<file path="config.mk">
export PLATFORM = sky130hd
export DESIGN_NAME = rsp_s2_prep_mw_add_seq
export DESIGN_NICKNAME = d
export VERILOG_FILES = /design/src/rtl/rsp_s2_prep_pkg.sv /design/src/rtl/rsp_s2_prep_add_u.sv /design/src/rtl/rsp_s2_prep_mw_add_seq.sv
export SDC_FILE = /design/constraint.sdc
export NUM_CORES = 1
export LEC_CHECK = 0
export ABC_CLOCK_PERIOD_IN_PS = 3000
export BUFFER_PORTS_ARGS = -buffer_cell sky130_fd_sc_hd__buf_4
export CORE_MARGIN = 3
export CORE_UTILIZATION = 36
export CTS_BUF_LIST = sky130_fd_sc_hd__clkbuf_4 sky130_fd_sc_hd__clkbuf_8
export CTS_CLUSTER_SIZE = 24
export DETAILED_ROUTE_END_ITERATION = 12
export PLACE_DENSITY = 0.59
export SETUP_SLACK_MARGIN = 0.15
export SLEW_MARGIN = 15
export SYNTH_ARGS = -nofsm -noshare
export SYNTH_HDL_FRONTEND = slang
export SYNTH_SLANG_ARGS = --single-unit
</file>
<file path="constraint.sdc">
create_clock -name i_clk -period 3 [get_ports i_clk]
set_clock_uncertainty 0.05 [all_clocks]
set_input_delay 0.75 -clock i_clk [delete_from_list [all_inputs] [get_ports i_clk]]
set_output_delay 0.75 -clock i_clk [all_outputs]
set_load 0.03 [all_outputs]
</file>
<file path="src/rtl/rsp_s2_prep_pkg.sv">
// Shared types for the rsp_s2 prep datapath blocks.
package rsp_s2_prep_pkg;

  typedef enum logic [1:0] {
    IDLE  = 2'd0,
    RUN   = 2'd1,
    FLUSH = 2'd2
  } mw_seq_st_t;

endpackage

</file>
<file path="src/rtl/rsp_s2_prep_add_u.sv">
// DATA_WIDTH ripple-style carry adder: out_num/o_c = num1 + num2 + i_c.
module rsp_s2_prep_add_u #(
  parameter int DATA_WIDTH = 16
) (
  input  logic [DATA_WIDTH-1:0] num1,
  input  logic [DATA_WIDTH-1:0] num2,
  input  logic                  i_c,
  output logic [DATA_WIDTH-1:0] out_num,
  output logic                  o_c
);

  assign {o_c, out_num} = {1'b0, num1} + {1'b0, num2} + {{DATA_WIDTH{1'b0}}, i_c};

endmodule

</file>
<file path="src/rtl/rsp_s2_prep_mw_add_seq.sv">
// Multi-word add/subtract sequencer: one word per cycle, LS word first,
// carry chained through a register into the shared word adder.
module rsp_s2_prep_mw_add_seq
  import rsp_s2_prep_pkg::*;
#(
  parameter int DATA_WIDTH = 16,
  parameter int NUM_WORDS  = 4,
  parameter int LEN_W      = ($clog2(NUM_WORDS) > 0) ? $clog2(NUM_WORDS) : 1
) (
  input  logic                  i_clk,
  input  logic                  i_rst_n,
  input  logic                  i_start,
  input  logic                  i_sub,
  input  logic [LEN_W-1:0]      i_len,
  input  logic [DATA_WIDTH-1:0] i_a,
  input  logic [DATA_WIDTH-1:0] i_b,
  input  logic                  i_in_vld,
  output logic                  o_in_rdy,
  output logic [DATA_WIDTH-1:0] o_sum,
  output logic                  o_out_vld,
  input  logic                  i_out_rdy,
  output logic                  o_out_last,
  output logic                  o_carry,
  output logic                  o_busy,
  output logic                  o_done
);

  localparam logic [LEN_W-1:0] MAX_LEN = LEN_W'(NUM_WORDS - 1);

  mw_seq_st_t state, state_nxt;

  logic                  sub_q;
  logic [LEN_W-1:0]      len_q;
  logic [LEN_W-1:0]      len_clamp;
  logic [LEN_W-1:0]      cnt;
  logic                  carry_q;
  logic                  acc;
  logic                  is_last;
  logic                  last_hs;
  logic [DATA_WIDTH-1:0] add_b;
  logic [DATA_WIDTH-1:0] add_sum;
  logic                  add_c;

  assign acc       = i_in_vld & o_in_rdy;
  assign is_last   = (cnt == len_q);
  assign last_hs   = o_out_vld & i_out_rdy & o_out_last;
  assign len_clamp = (int'(i_len) > NUM_WORDS - 1) ? MAX_LEN : i_len;
  // Subtract is A + ~B + 1; the +1 comes from seeding the carry reg with i_sub.
  assign add_b     = sub_q ? ~i_b : i_b;

  rsp_s2_prep_add_u #(.DATA_WIDTH(DATA_WIDTH)) u_add (
    .num1    (i_a),
    .num2    (add_b),
    .i_c     (carry_q),
    .out_num (add_sum),
    .o_c     (add_c)
  );

  always_ff @(posedge i_clk or negedge i_rst_n) begin
    if (!i_rst_n) state <= IDLE;
    else          state <= state_nxt;
  end

  always_comb begin
    state_nxt = state;
    unique case (state)
      IDLE:    if (i_start)         state_nxt = RUN;
      RUN:     if (acc && is_last)  state_nxt = FLUSH;
      FLUSH:   if (last_hs)         state_nxt = IDLE;
      default:                      state_nxt = IDLE;
    endcase
  end

  always_comb begin
    o_busy   = (state != IDLE);
    o_in_rdy = (state == RUN) & (~o_out_vld | i_out_rdy);
  end

  always_ff @(posedge i_clk or negedge i_rst_n) begin
    if (!i_rst_n) begin
      sub_q   <= 1'b0;
      len_q   <= '0;
      cnt     <= '0;
      carry_q <= 1'b0;
    end else if (state == IDLE && i_start) begin
      sub_q   <= i_sub;
      len_q   <= len_clamp;
      cnt     <= '0;
      carry_q <= i_sub;
    end else if (acc) begin
      cnt     <= cnt + LEN_W'(1);
      carry_q <= add_c;
    end
  end

  // Single output stage; fields only change on a new accept or a drained beat.
  always_ff @(posedge i_clk or negedge i_rst_n) begin
    if (!i_rst_n) begin
      o_sum      <= '0;
      o_out_vld  <= 1'b0;
      o_out_last <= 1'b0;
      o_carry    <= 1'b0;
    end else if (acc) begin
      o_sum      <= add_sum;
      o_out_vld  <= 1'b1;
      o_out_last <= is_last;
      o_carry    <= is_last & add_c;
    end else if (o_out_vld && i_out_rdy) begin
      o_out_vld  <= 1'b0;
      o_out_last <= 1'b0;
    end
  end

  always_ff @(posedge i_clk or negedge i_rst_n) begin
    if (!i_rst_n) o_done <= 1'b0;
    else          o_done <= (state == FLUSH) & last_hs;
  end

endmodule

</file>
==> results.json <==
{
  "synth.most_common_cell": "nand2_1",
  "synth_edf_count": 0,
  "io_pins": 62,
  "drc_errors": 0,
  "dieWidth_um": 81.7,
  "finalCritPeriodShare": 0.903,
  "grt_max_degree": 29,
  "worst-path-buf-inv": 3,
  "max-clock-path-buffers": 2,
  "clkTransAtPathRegs_ns": 0.10,
  "totalWireLength_mm": 4.65,
  "worst-setup-path-type": "input port to flip-flop",
  "dp_hpwl_mm": 3.81,
  "first_iter_violations": 50,
  "synth_area_per_cell_um2": 8.93,
  "synth_top_cell_area_share": 0.340,
  "grt_pass1_wl_mm": 7.60,
  "crit_slowest_cell": "fa_2",
  "required_ns": 3.11,
  "status": "completed",
  "rsz0062_at_grt": "true",
  "clk_latency_ns": 0.27,
  "ys_top_cells_by_count": "nand2_1 (39), dfrtp_1 (28), o21ai_0 (20), xor2_1 (20), ha_1 (15)",
  "drt_pass1_iterations": 6,
  "cp.arrival_ns": 2.82,
  "grt_util_all_layers": 0.145,
  "grt.overflow.total": 0,
  "worst_pin_slew_ns": 0.632,
  "antenna_cells": 0,
  "num_vias": 1850,
  "yosysSeqAreaShare": 0.340,
  "worst_hold_slack_ns": 0.327,
  "synth-seq-cells": 28,
  "vias_per_cell": 5.08,
  "nets": 352,
  "synth.distinct_cells": 43,
  "ys_async_sr_fraction": 1.00,
  "die_area_um2": 6670,
  "postCtsHoldBufs": 0,
  "hold_class": "input port to async pin",
  "finalSetupViolations": 0,
  "fmax_mhz": 369,
  "fin_cells": 364,
  "p_leak_nw": 1.32,
  "final_core_utilization": 0.508,
  "setup_tns_ns": 0,
  "cts_root_buf": "clkbuf_8",
  "gp_congestion": 0.782,
  "dp.cells": 358,
  "cts.sinks": 28,
  "wl_per_cell_um": 12.8,
  "syn_area_um2": 2060,
  "synthCells": 231,
  "drive_gt1_frac": 0.296,
  "p_per_area_nw_per_um2": 1140,
  "die_h_um": 81.7,
  "antenna_found_initial": 0,
  "cts_made_buffers": 3,
  "grt_pass1_vias": 1666,
  "finalHoldViolCount": 0,
  "maxCapViolations": 0,
  "htreeDepth": 1,
  "relSlewSlack": 0.578,
  "portBuffers": 61,
  "crit_family": "compound AO/OA/AOI/OAI gates",
  "synthTopCellsByArea": "dfrtp_1 (34%), ha_1 (9.1%), xor2_1 (8.5%)",
  "setup_ws_ns": 0.292,
  "place_ws_ns": -0.118,
  "fin_crit_ns": 2.71,
  "critical_path.endpoint_type": "flip-flop",
  "ant_nets": 0,
  "max_stage_delay_ns": 0.35,
  "cts_tree": "yes",
  "yosysTopAreaCell": "dfrtp_1",
  "synth_ff_type": "dfrtp_1",
  "rows": 26,
  "area_delta_synth_final_pct": 31.4,
  "critPathLaunchType": "input port",
  "crit_fanout": 3,
  "cp_cell_sequence": "buf_4 -> xnor2_2 -> fa_2 -> inv_1 -> fa_2 -> a21oi_2 -> o211ai_1 -> a221oi_2 -> buf_4 -> o21ai_2 -> a311oi_2 -> o211ai_1",
  "core-area_um2": 5340,
  "yosys_warnings": 0,
  "start_util": 0.386,
  "syn-num-nets": 288,
  "finalMaxSlewViolations": 0,
  "vdd_drop_max_uv": 421
}
[sequential cells by signal, summed over array words and instances (netlist names)]
name / count
o_out_vld: 1
o_out_last: 1
carry_q: 1
sub_q: 1
o_carry: 1
state: 2
cnt: 2
o_done: 1
o_sum: 16
len_q: 2
[stage by stage]
| step | cell area (um2) | power [mW] |
|---|---|---|
| detailed placement | 2610 | 2.78 |
| floorplan | 2070 | 2.20 |
| finish | 2710 | 3.08 |
| global route | 2710 | 3.36 |
| CTS | 2680 | 3.08 |
| global placement | 2610 | 2.76 |
[where the power goes]
part	internal, mW	leakage [nW]	total (mW)	switching (mW)
Clock	0.179	0.0357	0.297	0.118
Combinational	0.898	0.941	2.12	1.22
Sequential	0.558	0.346	0.669	0.112
[final cells by class]
type / count / area, um2
multi-input cells: 185 / 1310
repair buffers: 68 / 510
fillers: 531 / 2630
well taps: 70 / 87.6
clock buffers: 3 / 41.3
clock inverters: 1 / 30.0
flip-flops and latches: 28 / 701
inverters: 9 / 33.8
[timing repair]
action | 4_1_cts | 5_1_grt
endpoints found under the setup margin | 0 | 5
buffers inserted | 0 | 2
gates resized for setup | 0 | 3
[worst reg2reg max path: cells and delay by family (launching register included)]
kind / cells / cell delay (ns)
AO/OA/AOI/OAI: 4 / 1.04
flip-flops: 1 / 0.43
adder cells (fa/ha/maj): 1 / 0.39
buffers and inverters: 1 / 0.23
multiplexers: 1 / 0.22
XOR/XNOR: 1 / 0.19
AND/OR/NAND/NOR: 1 / 0.06
[metal layers]
| metal | global-route usage | part of all wire |
|---|---|---|
| met1 | 0.197 | 0.45 |
| met2 | 0.248 | 0.49 |
| met3 | 0.0121 | 0.047 |
| met4 | 0.0399 | 0.0097 |
| met5 | 0 | 0 |
[placed cells by master, fill, tap and decap left out, types with 2 or more instances in the layout]
cell and n:
buf_4 68, nand2_1 39, dfrtp_1 28, xor2_1 20, o21ai_0 20, ha_1 15, nor2_1 12, inv_1 9
xnor2_1 9, a21oi_1 8, nand3_1 6, and3_1 5, nor2b_1 5, nor3_1 4, o211ai_1 3, clkbuf_8 3
or2_2 2, nand2b_1 2, mux2_2 2, a21oi_2 2, o211a_1 2, a211oi_1 2, o21ai_2 2, o21a_1 2
mux2i_1 2, a22oi_1 2, fa_2 2
[worst paths after layout]
check | startpoint | endpoint | slack (ns) | cells past startpoint
hold reg to reg | o_sum[5]$_DFFE_PN0P_ | o_sum[5]$_DFFE_PN0P_ | 0.44 | 2
setup / recovery | i_b[0] | carry_q$_DFFE_PN0P_ | 0.29 | 12
setup reg to reg | sub_q$_DFFE_PN0P_ | o_sum[15]$_DFFE_PN0P_ | 0.29 | 9
min in group i_clk | o_sum[5]$_DFFE_PN0P_ | o_sum[5]$_DFFE_PN0P_ | 0.44 | 2
hold / removal | i_rst_n | o_sum[6]$_DFFE_PN0P_ | 0.33 | 1
max in group asynchronous | i_rst_n | o_sum[9]$_DFFE_PN0P_ | 2.31 | 1
[cell families (layout without fill, tap and decap cells)]
logic type | after synthesis | in the layout | share of synthesized area
simple gates | 80 | 80 | 0.178
compound gates | 54 | 54 | 0.189
xor+xnor | 30 | 30 | 0.127
flops | 28 | 28 | 0.340
buf+inv | 18 | 81 | 0.0346
fa+ha+maj | 17 | 17 | 0.110
mux | 4 | 4 | 0.0206
(Power assumes the default switching activity.)
